### config.mk
export PLATFORM = sky130hd
export DESIGN_NAME = uart_rx_ctrl
export DESIGN_NICKNAME = d
export VERILOG_FILES = /design/src/rtl/uart_rx_pkg.sv /design/src/rtl/uart_rx_ctrl_edge_bit_counter.sv /design/src/rtl/uart_rx_ctrl.sv
export SDC_FILE = /design/constraint.sdc
export NUM_CORES = 1
export LEC_CHECK = 0
export ABC_AREA = 1
export CORE_AREA = 2 2 77 79
export DETAILED_ROUTE_END_ITERATION = 6
export DIE_AREA = 0 0 79 81
export PLACE_DENSITY = 0.44
export RECOVER_POWER = 50
export SYNTH_ARGS = -nofsm -noshare
export SYNTH_HDL_FRONTEND = slang
export SYNTH_HIERARCHICAL = 1
export SYNTH_SLANG_ARGS = --single-unit
### constraint.sdc
create_clock -name clk -period 2.6 [get_ports clk]
set_input_delay 0.39 -clock clk [delete_from_list [all_inputs] [get_ports clk]]
set_output_delay 0.39 -clock clk [all_outputs]
set_load 0.02 [all_outputs]
### src/rtl/uart_rx_pkg.sv
// UART RX controller shared types: FSM state encoding and the
// oversampling ratios the controller accepts.
package uart_rx_pkg;

    typedef enum logic [2:0] {
        IDLE   = 3'd0,
        START  = 3'd1,
        DATA   = 3'd2,
        PARITY = 3'd3,
        STOP   = 3'd4
    } state_t;

    localparam logic [5:0] PS_8  = 6'd8;
    localparam logic [5:0] PS_16 = 6'd16;
    localparam logic [5:0] PS_32 = 6'd32;

    function automatic logic legal_ps(input logic [5:0] ps);
        return (ps == PS_8) || (ps == PS_16) || (ps == PS_32);
    endfunction

endpackage

### src/rtl/uart_rx_ctrl_edge_bit_counter.sv
// Oversample edge counter and frame bit counter for the UART RX path.
// Ports: clk, rst (sync, active-high), enable (count, else clear),
//        ps_q (latched prescale); edge_cnt, bit_cnt, bit_end.
module edge_bit_counter
    import uart_rx_pkg::*;
(
    input  logic       clk,
    input  logic       rst,
    input  logic       enable,
    input  logic [5:0] ps_q,
    output logic [5:0] edge_cnt,
    output logic [3:0] bit_cnt,
    output logic       bit_end
);

    assign bit_end = (edge_cnt == (ps_q - 6'd1));

    // Dropping enable clears both counters, so the first cycle of a
    // new frame always starts at edge 0 of bit 0.
    always_ff @(posedge clk) begin
        if (rst || !enable) begin
            edge_cnt <= '0;
            bit_cnt  <= '0;
        end else if (bit_end) begin
            edge_cnt <= '0;
            bit_cnt  <= bit_cnt + 4'd1;
        end else begin
            edge_cnt <= edge_cnt + 6'd1;
        end
    end

endmodule

### src/rtl/uart_rx_ctrl.sv
// UART RX sequencer: start detect, START/DATA/PARITY/STOP stepping,
// checker/sampler/deserializer enables and frame result pulses.
// Ports: clk, rst (sync, active-high), RX_IN, PAR_EN, PRESCALE,
//        strt_glitch, par_err, stp_err in; edge_cnt, bit_cnt,
//        dat_samp_en, deser_en, strt_chk_en, par_chk_en, stp_chk_en,
//        data_valid, rx_err, busy out.
module uart_rx_ctrl
    import uart_rx_pkg::*;
#(
    parameter int width = 8
) (
    input  logic       clk,
    input  logic       rst,
    input  logic       RX_IN,
    input  logic       PAR_EN,
    input  logic [5:0] PRESCALE,
    input  logic       strt_glitch,
    input  logic       par_err,
    input  logic       stp_err,
    output logic [5:0] edge_cnt,
    output logic [3:0] bit_cnt,
    output logic       dat_samp_en,
    output logic       deser_en,
    output logic       strt_chk_en,
    output logic       par_chk_en,
    output logic       stp_chk_en,
    output logic       data_valid,
    output logic       rx_err,
    output logic       busy
);

    localparam logic [3:0] LAST_DATA = 4'(width);

    state_t     state;
    state_t     state_next;
    logic       rx_prev;
    logic       armed;
    logic [5:0] ps_q;
    logic       par_q;
    logic       err_q;
    logic       bit_end;
    logic       cnt_en;
    logic       start_det;
    logic       frame_bad;
    logic       dv_set;
    logic       err_set;

    // armed stays low after reset until the line is seen high, so a
    // line held low across reset cannot look like a fresh start bit.
    assign start_det = armed && rx_prev && !RX_IN;

    // Counters run while busy and clear in the cycle that leaves for
    // IDLE, so they read 0 in IDLE and in the first START cycle.
    assign cnt_en = (state != IDLE) && (state_next != IDLE);

    edge_bit_counter u_cnt (
        .clk      (clk),
        .rst      (rst),
        .enable   (cnt_en),
        .ps_q     (ps_q),
        .edge_cnt (edge_cnt),
        .bit_cnt  (bit_cnt),
        .bit_end  (bit_end)
    );

    assign busy        = (state != IDLE);
    assign dat_samp_en = (state != IDLE);

    always_comb begin
        state_next  = state;
        deser_en    = 1'b0;
        strt_chk_en = 1'b0;
        par_chk_en  = 1'b0;
        stp_chk_en  = 1'b0;
        unique case (state)
            IDLE: begin
                if (start_det) state_next = START;
            end
            START: begin
                strt_chk_en = 1'b1;
                if (bit_end) state_next = strt_glitch ? IDLE : DATA;
            end
            DATA: begin
                deser_en = 1'b1;
                if (bit_end && bit_cnt == LAST_DATA)
                    state_next = par_q ? PARITY : STOP;
            end
            PARITY: begin
                par_chk_en = 1'b1;
                if (bit_end) state_next = STOP;
            end
            STOP: begin
                stp_chk_en = 1'b1;
                if (bit_end) state_next = IDLE;
            end
            default: state_next = IDLE;
        endcase
    end

    // Result pulses are registered so they land in the first IDLE
    // cycle, after the deserializer has taken its last shift.
    assign frame_bad = err_q | stp_err;
    assign dv_set    = (state == STOP) && bit_end && !frame_bad;
    assign err_set   = ((state == START) && bit_end && strt_glitch) ||
                       ((state == STOP) && bit_end && frame_bad);

    always_ff @(posedge clk) begin
        if (rst) begin
            state      <= IDLE;
            rx_prev    <= 1'b1;
            armed      <= 1'b0;
            ps_q       <= PS_8;
            par_q      <= 1'b0;
            err_q      <= 1'b0;
            data_valid <= 1'b0;
            rx_err     <= 1'b0;
        end else begin
            state      <= state_next;
            rx_prev    <= RX_IN;
            data_valid <= dv_set;
            rx_err     <= err_set;
            if (RX_IN) armed <= 1'b1;
            if (state == IDLE && start_det) begin
                ps_q  <= PRESCALE;
                par_q <= PAR_EN;
                err_q <= 1'b0;
            end else if (state == PARITY && bit_end) begin
                err_q <= par_err;
            end
        end
    end

    a_ps_legal : assert property (
        @(posedge clk) disable iff (rst)
        (state == IDLE && start_det) |-> legal_ps(PRESCALE)
    );

endmodule
==> run summary, run 1 <==
status: completed
dpl hpwl: 2309 µm
CTS clk-pin slew, worst paths: 90 ps
final wirelength: 3057 µm
power per cell area: 401.4 nW/µm²
first-pass GRT wire length: 5023 µm
Synth Net Count: 213
Nets: 253
CP max FO: 6
Placeable Area: 5675 µm²
Vias/cell: 4.129
fmax: 435.8 MHz
Initial Util: 23.57%
RePlAce Congestion: 0.7848
most common cell after layout, fill and taps aside: nand2_1
Num CTS Buffers: 3
R2R Path Start: ps_q[1]
leakage: 0.8555 nW
Worst setup EP type: flop
CTS tree: built
ANT nets after route: 0
htree depth: 1
number of primary I/O pins: 31
Hold Fails Final Rpt: 0
Netlist Area Pre-Place: 1338 µm²
Hold Slack: 454.4 ps
pre-CTS WS: 2.317 ps
First-pass DRT Iterations: 4
total grt overflow: 0
area of the multi-input gates: 728.2 µm²
share of layout cells above drive strength 1: 12.29%
Max clock buf depth: 2
antenna cells: 0
Hold Path Depth: 1
IO buf count: 30
Worst Reg-to-Reg Cells: 19
Final setup violation count: 0
Worst Skew: 2.000 ps
vias in the first global route: 1179
Max VDD drop: 0.0001675 V
Die Area: 6399 µm²
fin crit share: 88.26%
Fillers: 646
pin count of the biggest net entering global routing: 15
sequential area share after synthesis: 37.42%
r2r endpoint: u_cnt/bit_cnt[2]
initial antenna violation count: 0
synth top area cells: dfxtp_1 37%, nand2_1 12%, nor2_1 9.8%
Synth top area share: 37.42%
Worst EP required: 2800 ps
Yosys top cell by area: dfxtp_1
Clock Root Buffer: clkbuf_8
Reg2Reg Setup Slack: 310 ps
Sink Count: 25
Area Growth Syn to Fin: 38.26%
FF+latch area: 503.0 µm²
max-slew violation count: 0
Synth warnings: 6
Worst setup SP type: flop
Rows: 28
#FFs+latches synth: 25
crit path DAT: 2500 ps
hold path start: err_q
Finished Core Util: 32.58%
Tmin final: 2295 ps
Die H: 81 µm
Synth Instances: 197
Worst Hold Class: reg -> reg
cts hold-fix bufs: 0
Setup CP Type: reg -> reg
hold path endpoint: data_valid
clock latency on the worst-skew pair: 270 ps
Worst Setup Slack, final: 305.3 ps
routed via count: 1284
Rel. slew slack: 65.01%
wire per inst: 9.830 µm
Synth cell types: 24
Iter 0 DRT Violations: 41
Max Cap Viol: 0
setup TNS: 0 ps
drc violations: 0
most frequent cells in the layout: 41 x nand2_1, 34 x nor2_1, 29 x inv_1
RSZ-0062 raised after global routing: false
Avg Synthesized Cell Area: 6.790 µm²
die extent in x: 79 µm
Slew @ Worst Pin: 522.9 ps
gr usage total: 9.826%
layout make-up:
class,instances,share of cell area [%]
clock buffers,3,2.233
clock inverters,1,0.2706
inverters,32,6.901
multi-input cells,138,39.38
flip-flops and latches,25,27.20
well taps,75,5.074
repair buffers,37,18.94
cells by family after synthesis:
family / after synthesis / synth area share [%]
XOR/XNOR: 11 / 7.203
AO/OA/AOI/OAI: 19 / 7.671
AND/OR/NAND/NOR: 105 / 34.99
flip-flops: 25 / 37.42
adder cells (fa/ha/maj): 3 / 2.807
buffers and inverters: 34 / 9.915
where the power goes:
| group | switching [mW] | internal (mW) | leakage (nW) | total (mW) |
|---|---|---|---|---|
| Clock | 0.126 | 0.107 | 0.0255 | 0.234 |
| Combinational | 0.0573 | 0.0486 | 0.626 | 0.106 |
| Sequential | 0.00997 | 0.393 | 0.204 | 0.403 |
| Total | 0.194 | 0.549 | 0.856 | 0.742 |
flip-flops by register name, summed over array words and instances (netlist names), 3 cells and up:
| register | flops |
|---|---|
| state | 3 |
| u_cnt/bit_cnt | 4 |
| u_cnt/edge_cnt | 6 |
| ps_q | 6 |
stage by stage:
step	instances	power [mW]	cell area [µm²]
global route	311	0.7878	1849
CTS	307	0.7553	1790
finish	311	0.7422	1849
global placement	303	0.5155	1742
detailed placement	303	0.5158	1742
floorplan	197	0.4741	1338
cells in the mapped netlist:
| library cell | number |
|---|---|
| nand4_1 | 1 |
| nand2_4 | 1 |
| nor3_1 | 1 |
| nor2_1 | 35 |
| nor4_1 | 1 |
| xnor2_1 | 4 |
| ha_1 | 3 |
| xor2_1 | 7 |
| nand2_2 | 2 |
| dfxtp_1 | 25 |
| inv_2 | 4 |
| nand3_1 | 17 |
| o2111ai_1 | 1 |
| nor3_2 | 1 |
| nor2_2 | 2 |
| inv_1 | 28 |
| buf_2 | 1 |
| nand2_1 | 41 |
| nor2_4 | 3 |
| o21ai_1 | 1 |
| o21ai_0 | 8 |
| a21oi_1 | 8 |
| a21oi_2 | 1 |
| buf_4 | 1 |
worst max-delay path: stages (launching register included):
cell	delay, ps
dfxtp_2	370
inv_1	70
ha_4	260
xor2_1	130
nand2_1	60
inv_1	60
nand2_2	60
nor2_4	140
nand2_4	90
inv_8	60
nand2_1	50
nor2_1	120
nand3_1	100
nand2_1	80
nor2_1	40
a21oi_1	130
inv_1	80
nor2_4	160
inv_1	70
a21oi_1	110
how the worst max path moves through the flow:
stage             from           endpoint  slack, ps  cells after the start
2_1_floorplan  ps_q[0]  u_cnt/edge_cnt[3]        140                     20
3_3_place_gp   ps_q[1]  u_cnt/edge_cnt[3]         70                     19
3_5_place_dp   ps_q[1]  u_cnt/edge_cnt[3]          2                     19
4_1_cts        ps_q[1]  u_cnt/edge_cnt[3]         60                     19
5_1_grt        ps_q[1]  u_cnt/edge_cnt[3]         20                     19
6_report       ps_q[1]   u_cnt/bit_cnt[2]        310                     19
metal layers:
layer	track usage (%)	share of wire (%)
met2	16.19	48
met1	12.75	49
met4	4.310	1.0
met3	1.556	2.4
met5	0	0
what timing repair did:
action / 4_1_cts / 5_1_grt
pin swaps: 0 / 7
resized for setup: 1 / 12
setup buffers: 0 / 4
setup endpoints to repair: 6 / 10
(Power assumes the default switching activity.)
==> run 2, diff against run 1 <==
- ABC_AREA: 1 -> default
- CORE_AREA: 2 2 77 79 -> 2 2 76 78
- CTS_BUF_LIST: default -> sky130_fd_sc_hd__clkbuf_16
- DIE_AREA: 0 0 79 81 -> 0 0 78 80
- PLACE_DENSITY: 0.44 -> 0.45
==> run 2 against run 1 <==
Compared with the run above: sequential cell count did not move; sequential power barely moved; wire length rose by 3.7%; register-to-register slack got worse by 80 ps; via count fell by 7.2%; largest cell class unchanged; highest routed layer unchanged.
==> run summary, run 2 <==
status: completed
Synth top area share: 37.66%
most frequent cell after synthesis: dfxtp_1
Worst setup EP type: flop
Worst Hold Class: reg -> reg
sequential area share after synthesis: 37.66%
fin area: 1810 µm²
drc violations: 0
Iter 0 DRT Violations: 54
most common cell after layout, fill and taps aside: dfxtp_1
RePlAce Congestion: 0.7993
XOR/XNOR share of the synthesized area: 6.591%
Async S/R FF share, synth: 0%
Num CTS Buffers: 3
CP max FO: 7
Slew @ Worst Pin: 448.2 ps
Tmin final: 2377 ps
Max VDD drop: 0.0002316 V
Worst EP required: 2730 ps
multiplexer share of the synthesized area: 1.507%
initial antenna violation count: 0
Nets: 198
Worst setup SP type: flop
fmax: 420.8 MHz
first-pass GRT wire length: 5526 µm
final wirelength: 3170 µm
Avg Synthesized Cell Area: 9.039 µm²
Synth warnings: 6
antenna cells: 0
Yosys top cell by area: dfxtp_1
wire per inst: 12.53 µm
Setup CP Type: reg -> reg
most frequent cells in the layout: 25 x dfxtp_1, 16 x clkdlybuf4s50_1, 14 x dlygate4sd3_1
Max clock buf depth: 2
vias in the first global route: 1202
Rows: 27
compound-gate portion of the synthesized area: 14.50%
top cells by count, synth: 25 x dfxtp_1, 11 x a21oi_1, 11 x nand3_1, 8 x o21ai_0, 7 x nor3_1
Worst Skew: 1.174 ps
number of primary I/O pins: 31
dpl hpwl: 2485 µm
IO buf count: 30
Synth Net Count: 163
clock latency on the worst-skew pair: 250 ps
Vias/cell: 4.708
setup TNS: 0 ps
Hold Fails Final Rpt: 0
pin count of the biggest net entering global routing: 15
leakage: 0.6783 nW
routed via count: 1191
synth top area cells: dfxtp_1 38%, a21oi_1 4.1%, nand3_1 4.1%
Post-synth top flop: dfxtp_1
Max Cap Viol: 0
Netlist Area Pre-Place: 1329 µm²
First-pass DRT Iterations: 4
total grt overflow: 0
post-synthesis adder-cell area fraction: 2.825%
cts hold-fix bufs: 0
fin crit share: 91.41%
share of layout cells above drive strength 1: 12.71%
largest family of logic cells by synthesized area: simple AND/OR/NAND/NOR gates
Sink Count: 25
simple-gate area share of the yosys netlist: 31.17%
gr usage total: 10.87%
RSZ-0062 raised after global routing: false
Area Growth Syn to Fin: 36.25%
Post-Place Cells: 247
CTS clk-pin slew, worst paths: 60 ps
Clock Root Buffer: clkbuf_16
power per cell area: 459.7 nW/µm²
top flop regs: ps_q: 6 flops, u_cnt/edge_cnt: 6 flops, u_cnt/bit_cnt: 4 flops
Hold Slack: 448.8 ps
htree depth: 1
Synth cell types: 51
#FFs+latches synth: 25
ANT nets after route: 0
Initial Util: 24.58%
Die Area: 6240 µm²
Fillers: 584
Synth Instances: 147
crit path DAT: 2500 ps
Die H: 80 µm
Pwr Total: 0.8322 mW
max-slew violation count: 0
number of synthesized flops with an enable pin: 0
Final setup violation count: 0
Rel. slew slack: 70.12%
Final Non-Filler Cells: 253
Area after DPL: 1707 µm²
die extent in x: 78 µm
CTS tree: built
Placeable Area: 5405 µm²
## run 2: cell count changes in the layout (fill, tap and decap cells not counted), moves of 3 or more
cell / previous run / this run
nand3_1: 17 / 11
nor3b_1: 0 / 3
nand2_1: 41 / 6
nor2_2: 3 / 0
nor2_1: 34 / 6
a21oi_1: 7 / 11
inv_1: 29 / 6
clkbuf_16: 0 / 3
nand2b_1: 0 / 5
clkbuf_8: 3 / 0
nor3_1: 1 / 7
xor2_1: 7 / 4
## run 2: worst paths after layout
kind | start | end | slack [ps] | depth (start not counted)
setup reg to reg | ps_q[1] | u_cnt/bit_cnt[2] | 220 | 12
setup / recovery | ps_q[1] | u_cnt/bit_cnt[2] | 220 | 12
hold reg to reg | err_q | data_valid | 450 | 1
hold / removal | err_q | data_valid | 450 | 1
## run 2: power by group
part | total, mW | internal (mW) | switching (mW)
logic | 0.0903 | 0.0480 | 0.0424
registers | 0.401 | 0.391 | 0.0106
clock network | 0.340 | 0.207 | 0.133
total | 0.832 | 0.646 | 0.186
## run 2: logic make-up (layout without fill, tap and decap cells)
family                   after synthesis  after routing
adder cells (fa/ha/maj)                3              3
multiplexers                           2              2
AO/OA/AOI/OAI                         31             31
XOR/XNOR                              10             10
AND/OR/NAND/NOR                       62             62
flip-flops                            25             25
buffers and inverters                 14             48
## run 2: through the flow
step,setup slack (ps),utilization (%)
global route,21.82,33.50
global placement,266.7,31.57
finish,223.4,33.50
floorplan,49.24,-
detailed placement,115.7,31.57
CTS,74.49,33.06
## run 2: metal layers
layer	global-route usage (%)	vias up	part of all wire [%]
met4	3.333	0	0.25
met5	0	-	0
li1	-	595	-
met1	14.29	569	49
met3	2.715	2	4.5
met2	17.50	25	46
## run 2: what timing repair did
| item | 4_1_cts | 5_1_grt |
|---|---|---|
| gates resized for setup | 0 | 4 |
| buffers inserted | 0 | 2 |
| endpoints found under the setup margin | 0 | 4 |
## run 2: cell type report
type	count	area, µm²	area share [%]
Multi-Input combinational cell	108	764.5	42.23
Clock buffer	3	75.07	4.147
Clock inverter	1	5.005	0.2764
Inverter	7	26.28	1.451
Tap cell	72	90.09	4.976
Sequential cell	25	500.5	27.64
Timing Repair Buffer	37	349.1	19.28
## run 2: critical path, stage by stage (launching register included)
cell and delay [ps]:
dfxtp_1 390, inv_1 60, ha_1 230, nand2b_1 170, o211a_1 130, o31a_1 360
nor2_4 190, nand2_1 70, a21oi_1 140, o21ai_1 90, nor2b_4 160, o311ai_0 110
o41ai_1 140
